File: src/rtl/common_dffram_fifo_ctrl_pkg.sv
// rtl/common_dffram_fifo_ctrl_pkg.sv - shared constants and helpers for the DFF-RAM FIFO controller
//
// Purpose: holds the RAM depth expression that the RAM and the FIFO
// controller both use, so that the two always agree on DEPTH.
// Ports: none (package).
package common_dffram_fifo_ctrl_pkg;

  // Entry count of a RAM that has addr_width address bits.
  function automatic int ram_depth(input int addr_width);
    return 1 << addr_width;
  endfunction

endpackage

File: src/rtl/common_dffram_2a1we1r.sv
// rtl/common_dffram_2a1we1r.sv - DFF-based simple dual-port RAM, one write port, one async read port
//
// Purpose: flop-array storage with a synchronous bit-masked write port (A)
// and a combinational read port (B). Synchronous reset returns every entry
// to RAM_RESET_VALUE.
// Ports:
//   clk    - clock, writes take effect on the rising edge
//   reset  - synchronous active-high reset, clears every entry
//   addra  - write address
//   ena    - write enable
//   wea    - per-bit write mask, 1 = bit is written
//   dina   - write data
//   addrb  - read address
//   doutb  - read data, combinational from addrb
module common_dffram_2a1we1r
  import common_dffram_fifo_ctrl_pkg::*;
#(
  parameter int                    RAM_DATA_WIDTH  = 8,
  parameter int                    RAM_ADDR_WIDTH  = 2,
  parameter logic [RAM_DATA_WIDTH-1:0] RAM_RESET_VALUE = '0
) (
  input  logic                      clk,
  input  logic                      reset,
  input  logic [RAM_ADDR_WIDTH-1:0] addra,
  input  logic                      ena,
  input  logic [RAM_DATA_WIDTH-1:0] wea,
  input  logic [RAM_DATA_WIDTH-1:0] dina,
  input  logic [RAM_ADDR_WIDTH-1:0] addrb,
  output logic [RAM_DATA_WIDTH-1:0] doutb
);

  localparam int RAM_DEPTH = ram_depth(RAM_ADDR_WIDTH);

  logic [RAM_DATA_WIDTH-1:0] mem_q [RAM_DEPTH];

  always_ff @(posedge clk) begin
    if (reset) begin
      for (int i = 0; i < RAM_DEPTH; i++) begin
        mem_q[i] <= RAM_RESET_VALUE;
      end
    end else if (ena) begin
      // Masked write: untouched bits keep their old contents.
      mem_q[addra] <= (mem_q[addra] & ~wea) | (dina & wea);
    end
  end

  assign doutb = mem_q[addrb];

endmodule

File: src/rtl/common_dffram_fifo_ctrl.sv
// rtl/common_dffram_fifo_ctrl.sv - synchronous FWFT FIFO controller around the DFF RAM
//
// Purpose: drives the RAM write/read ports from valid/ready push and pop
// handshakes; provides fall-through head data, occupancy, status flags and
// a synchronous flush.
// Ports:
//   clk, reset         - clock and synchronous active-high reset
//   s_valid/s_ready    - push handshake, s_ready = !full
//   s_data             - push data
//   m_valid/m_ready    - pop handshake, m_valid = !empty
//   m_data             - head entry, combinational from the RAM read port
//   flush              - discards all entries on the next edge
//   count              - occupancy 0..DEPTH
//   empty/full         - occupancy flags
//   almost_full        - count >= ALMOST_FULL_LEVEL
module common_dffram_fifo_ctrl
  import common_dffram_fifo_ctrl_pkg::*;
#(
  parameter int DATA_WIDTH        = 8,
  parameter int ADDR_WIDTH        = 2,
  parameter int ALMOST_FULL_LEVEL = (1 << ADDR_WIDTH) - 1
) (
  input  logic                  clk,
  input  logic                  reset,
  input  logic                  s_valid,
  output logic                  s_ready,
  input  logic [DATA_WIDTH-1:0] s_data,
  output logic                  m_valid,
  input  logic                  m_ready,
  output logic [DATA_WIDTH-1:0] m_data,
  input  logic                  flush,
  output logic [ADDR_WIDTH:0]   count,
  output logic                  empty,
  output logic                  full,
  output logic                  almost_full
);

  localparam int                DEPTH    = ram_depth(ADDR_WIDTH);
  localparam logic [ADDR_WIDTH:0] AF_LEVEL = (ADDR_WIDTH+1)'(ALMOST_FULL_LEVEL);

  // Pointers carry one extra wrap bit so full and empty are distinguishable.
  logic [ADDR_WIDTH:0] wptr_q, wptr_d;
  logic [ADDR_WIDTH:0] rptr_q, rptr_d;
  logic [ADDR_WIDTH:0] count_q, count_d;

  logic push;
  logic pop;

  assign empty = (wptr_q == rptr_q);
  assign full  = (wptr_q[ADDR_WIDTH] != rptr_q[ADDR_WIDTH]) &&
                 (wptr_q[ADDR_WIDTH-1:0] == rptr_q[ADDR_WIDTH-1:0]);
  assign almost_full = (count_q >= AF_LEVEL);
  assign count   = count_q;
  assign s_ready = !full;
  assign m_valid = !empty;

  assign push = s_valid & s_ready;
  assign pop  = m_valid & m_ready;

  always_comb begin
    wptr_d  = wptr_q;
    rptr_d  = rptr_q;
    count_d = count_q;
    if (flush) begin
      wptr_d  = '0;
      rptr_d  = '0;
      count_d = '0;
    end else begin
      if (push) wptr_d = wptr_q + 1'b1;
      if (pop)  rptr_d = rptr_q + 1'b1;
      unique case ({push, pop})
        2'b10:   count_d = count_q + 1'b1;
        2'b01:   count_d = count_q - 1'b1;
        default: count_d = count_q;
      endcase
    end
  end

  always_ff @(posedge clk) begin
    if (reset) begin
      wptr_q  <= '0;
      rptr_q  <= '0;
      count_q <= '0;
    end else begin
      wptr_q  <= wptr_d;
      rptr_q  <= rptr_d;
      count_q <= count_d;
    end
  end

  common_dffram_2a1we1r #(
    .RAM_DATA_WIDTH (DATA_WIDTH),
    .RAM_ADDR_WIDTH (ADDR_WIDTH)
  ) u_ram (
    .clk   (clk),
    .reset (reset),
    .addra (wptr_q[ADDR_WIDTH-1:0]),
    .ena   (push & !flush),
    .wea   ({DATA_WIDTH{1'b1}}),
    .dina  (s_data),
    .addrb (rptr_q[ADDR_WIDTH-1:0]),
    .doutb (m_data)
  );

endmodule
File: config.mk
export PLATFORM = sky130hd
export DESIGN_NAME = common_dffram_fifo_ctrl
export DESIGN_NICKNAME = d
export VERILOG_FILES = /design/src/rtl/common_dffram_fifo_ctrl_pkg.sv /design/src/rtl/common_dffram_2a1we1r.sv /design/src/rtl/common_dffram_fifo_ctrl.sv
export SDC_FILE = /design/constraint.sdc
export NUM_CORES = 1
export LEC_CHECK = 0
export CAP_MARGIN = 25
export CORE_UTILIZATION = 58
export DETAILED_ROUTE_END_ITERATION = 8
export PLACE_DENSITY_LB_ADDON = 0.1
export SYNTH_ARGS = -nofsm -noshare
export SYNTH_HDL_FRONTEND = slang
export SYNTH_SLANG_ARGS = --single-unit
File: constraint.sdc
create_clock -name clk -period 6.2 [get_ports clk]
set_clock_uncertainty 0.15 [all_clocks]
set_input_delay 1.55 -clock clk [delete_from_list [all_inputs] [get_ports clk]]
set_output_delay 1.55 -clock clk [all_outputs]
set_load 0.005 [all_outputs]
==> run summary <==
The deepest clock path buffer count is 2. Number of antenna violations at the first check in global routing: 0. From bottom edge to top edge, the die measures 63.20 microns. The logs give 225 for the final net count and 0 for the number of failing setup endpoints in the final timing report. For the met3 routing resource usage after global routing, the log shows 5.978%. Worst reg2reg path startpoint: rptr_q[1].

The tools report the area of all placed cells without fillers as 2567 sq um. The flow ran to the end, and the final reports show no timing, DRC or antenna violations. In this run the worst hold path is classified as reg -> reg.

The analysis attributes to cell leakage a power of 0.9130 nW. Of the total synthesized cell area, the portion taken by XOR and XNOR cells is 4.608%. The via density per instance works out to 5.922.

On the critical path, the stage with the largest delay is an instance of sky130_fd_sc_hd__dfxtp_1. Setup slack on the critical path of the routed design comes to 2.296 ns. The post-DP HPWL was 3.032 mm; the fraction of synthesized area in multiplexers was 8.295%.

Register share of total power: 54.1%. The pin count of the biggest net entering global routing came out at 14. Cells fill 74.03% of the core in the end. The number of setup buffers added after CTS is 0. The number of nets in the synthesized netlist is 199. For the worst setup path, the data required time is 4.50 ns. The async set-or-reset flop fraction in the synthesized netlist is 0%.

The number of antenna diodes in the final layout is 0. TritonCTS built the clock tree. In this run switching power makes up 21.52% of total power. The kind of start point of the critical path was a flop.

For the number of core rows, the log shows 21. In this run, post-CTS repair resized a total of 0 instances. The run gives 83 as the count of routing violations after the opening detailed-route iteration. For flop-to-flop paths, the worst setup slack is 3.47 ns.

The cell family contributing the most delay on the critical path was buffers and inverters. Combinational logic burns 11.5% of the power. For the instance count after placement with tap cells included, the log shows 247. Setup repair after global routing left no endpoint under its margin.

The region available for standard cell placement spans 3468 sq um. Yosys attributes the largest share of cell area to sky130_fd_sc_hd__edfxtp_1 (44%), sky130_fd_sc_hd__dfxtp_1 (10%), sky130_fd_sc_hd__mux4_2 (8.3%). Compared with the post-synthesis result, the final layout area differs by 18.20%.

Measured along the x axis, the die boundary spans 63.20 microns. Timing would allow up to 0.2561 GHz. After clock tree synthesis, the flow added hold-fix buffers numbering 0.

The count of yosys warnings during synthesis is 0. The worst register-to-register path ends at count[2]. The run gives 0.4785 mW as the cell-internal power. The clock buffer count from CTS came out at 5. Largest area contributor in the netlist: sky130_fd_sc_hd__edfxtp_1. The instance area at placement is 2461 sq um.

The count of final max-slew check failures came out at 0. Clock root buffer: sky130_fd_sc_hd__clkbuf_8. Of all nets on the critical path, the largest fanout is 11.

The share of total power dissipated in the clock network is 34.5%. The synthesized netlist devotes 8.756% of its cell area to compound gates. Summed over all nets, the switching power comes to 0.1312 mW. Once layout is complete, the cells apart from fillers number 255. The simple-gate share of the synthesized area is 18.20%, and the share of the synthesized area in the top cell type is 44.24%. Cells with a size suffix above 1 make up 11.96% of the layout. The count of nets left with antenna violations after detail routing was 0; the clock slew at the register clock pins of the worst setup and hold paths was 0.08 ns. Of the total synthesized cell area, the portion taken by full adders, half adders and majority gates is 2.650%. The critical hold path startpoint was count[2].

Routability-driven placement finished with a final weighted congestion of 0.8039. For this run the aggregate overflow at the end of global routing stands at 0. VDD sags by at most 0.1286 mV. The H-tree was split into 2 levels.

The final-report hold violation count was 0; the clock latency on the worst-skew pair was 0.29 ns. The final critical path takes up 62.97% of the cycle. The critical path is of the reg -> out type. For the post-route worst hold slack, the log shows 0.3698 ns. The number of buffers and inverters on the critical path is 2. The final sum of negative setup slack was 0 ns. The critical path goes through xnor2_2, nand3_2, inv_2, clkdlybuf4s50_1. The run gives 182 as the post-synthesis instance total.

The number of primary I/O pins came out at 29. The power density relative to cell area was 237.5 nW/um^2; the worst setup slack before clock tree synthesis was 2.468 ns. Headroom to the max-slew limit came out at 57.03%. The transition time at the pin with the least slew margin works out to 0.6417 ns. For met1 alone, demand over resource in global routing was 28.94%. The average wire per cell in the routed design was 17.22 microns; the distinct cell type count of the synthesized netlist was 41. In this run the most used layer during global routing was met2. The routed design has 4.391 mm of wire. The initial utilization of the core area, before any placement, comes to 62.63%. The end of the worst hold path is count[2]. The synthesized area per cell works out to 11.93 sq um. The total die area was 3994 sq um; the number of cell instances on the worst register-to-register path was 9. The total global routing track utilization came out at 25.05%.

The worst setup path is captured at a primary output. The worst hold path stage count works out to 2. Counting flops and latches in the post-synthesis netlist gives 43.

The mapped netlist covers 2172 sq um. The routed layout has 1510 vias. The maximum cell stage delay along the critical path came out at 0.64 ns. The top cell types in the final layout, fill and taps aside, are sky130_fd_sc_hd__nor2_1 (36), sky130_fd_sc_hd__edfxtp_1 (32), sky130_fd_sc_hd__clkdlybuf4s50_1 (28).

Main combinational cell family by area after synthesis: simple AND/OR/NAND/NOR gates. The number of maximum-capacitance violations is 0, and the first-pass GRT wire length is 7.493 mm. After layout, the design draws a total of 0.6098 mW. In the routed design, unresolved DRC markers number 0. The number of port buffers works out to 28. The routing usage on met2 came out at 43.55%.

The synthesized design contains 32 enable-type register cells. The number of global-route vias before repair is 1555. The sequential area share after synthesis is 54.38%. The library cell used most frequently in the layout, excluding fill and tap cells, is sky130_fd_sc_hd__nor2_1. Among all flip-flop cells after synthesis, the most frequent one is sky130_fd_sc_hd__edfxtp_1. STA puts the critical path data arrival time at 2.20 ns. The number of iterations in the first detailed-routing pass was 4.

The clock period could shrink to 3.904 ns. Counting every sink on the clock net gives 43.
==> power by group through the flow <==
stage	Combinational (mW)	Clock, mW	Sequential [mW]
6_report	0.0700	0.210	0.330
3_3_place_gp	0.0683	0	0.335
3_5_place_dp	0.0698	0	0.336
2_1_floorplan	0.0423	0	0.331
5_1_grt	0.0763	0.225	0.331
4_1_cts	0.0704	0.211	0.330
==> worst register-to-register path, cell delays in order (launching register included) <==
cell	delay, ns
sky130_fd_sc_hd__dfxtp_1	0.64
sky130_fd_sc_hd__xnor2_2	0.26
sky130_fd_sc_hd__nand3_2	0.25
sky130_fd_sc_hd__nand2_1	0.15
sky130_fd_sc_hd__ha_1	0.19
sky130_fd_sc_hd__inv_1	0.06
sky130_fd_sc_hd__fa_1	0.37
sky130_fd_sc_hd__xor2_1	0.16
sky130_fd_sc_hd__or3_1	0.32
sky130_fd_sc_hd__a21oi_1	0.14
==> worst max path at each step <==
stage,cells past startpoint,from,slack (ns),end
floorplan,7,m_ready,3.19,count[2]
global placement,8,m_ready,2.53,count[2]
detailed placement,8,m_ready,2.47,count[2]
CTS,4,rptr_q[1],2.30,full
global route,4,rptr_q[1],2.15,full
finish,4,rptr_q[1],2.30,full
==> logic make-up after synthesis <==
kind of cell	count (synthesis)
compound gates	25
buf+inv	14
simple gates	80
mux	8
xor+xnor	8
flops	43
fa+ha+maj	4
==> Yosys cell counts (2+ instances only) <==
library cell	instances
sky130_fd_sc_hd__a211o_1	2
sky130_fd_sc_hd__nand3_1	5
sky130_fd_sc_hd__o211ai_1	2
sky130_fd_sc_hd__nand2b_1	2
sky130_fd_sc_hd__nor2_1	36
sky130_fd_sc_hd__o21ai_0	3
sky130_fd_sc_hd__a31o_1	3
sky130_fd_sc_hd__a21oi_1	4
sky130_fd_sc_hd__a31oi_1	4
sky130_fd_sc_hd__buf_2	3
sky130_fd_sc_hd__edfxtp_1	32
sky130_fd_sc_hd__ha_1	3
sky130_fd_sc_hd__clkbuf_1	3
sky130_fd_sc_hd__nor4b_1	4
sky130_fd_sc_hd__nor2b_1	5
sky130_fd_sc_hd__o21ai_2	2
sky130_fd_sc_hd__dfxtp_1	11
sky130_fd_sc_hd__xor2_1	4
sky130_fd_sc_hd__nand2_1	13
sky130_fd_sc_hd__mux4_2	8
sky130_fd_sc_hd__nand4_1	4
sky130_fd_sc_hd__inv_1	4
sky130_fd_sc_hd__nor3b_1	2
sky130_fd_sc_hd__xnor2_2	3
sky130_fd_sc_hd__and3_1	3
sky130_fd_sc_hd__a211oi_1	2
==> layout make-up <==
cell class | instances | area [sq um]
fill | 249 | 900.9
multi-input combinational | 125 | 923.4
clock buffer | 7 | 76.32
timing repair buffer | 28 | 280.3
clock inverter | 1 | 30.03
tap | 46 | 57.56
sequential | 43 | 1181
inverter | 5 | 18.77
==> state kept, by name (all words and copies together), names as in the netlist, named ones only <==
name / count
rptr_q: 3
wptr_q: 3
u_ram.mem_q: 32
count: 3
==> per-layer routing <==
| layer | vias to the layer above | share of wire, % |
|---|---|---|
| met5 | - | 0 |
| met4 | 0 | 2.7 |
| met3 | 13 | 6.0 |
| met2 | 56 | 52 |
| met1 | 724 | 39 |
| li1 | 717 | - |
Note: power is estimated with default switching activity, not from simulation.
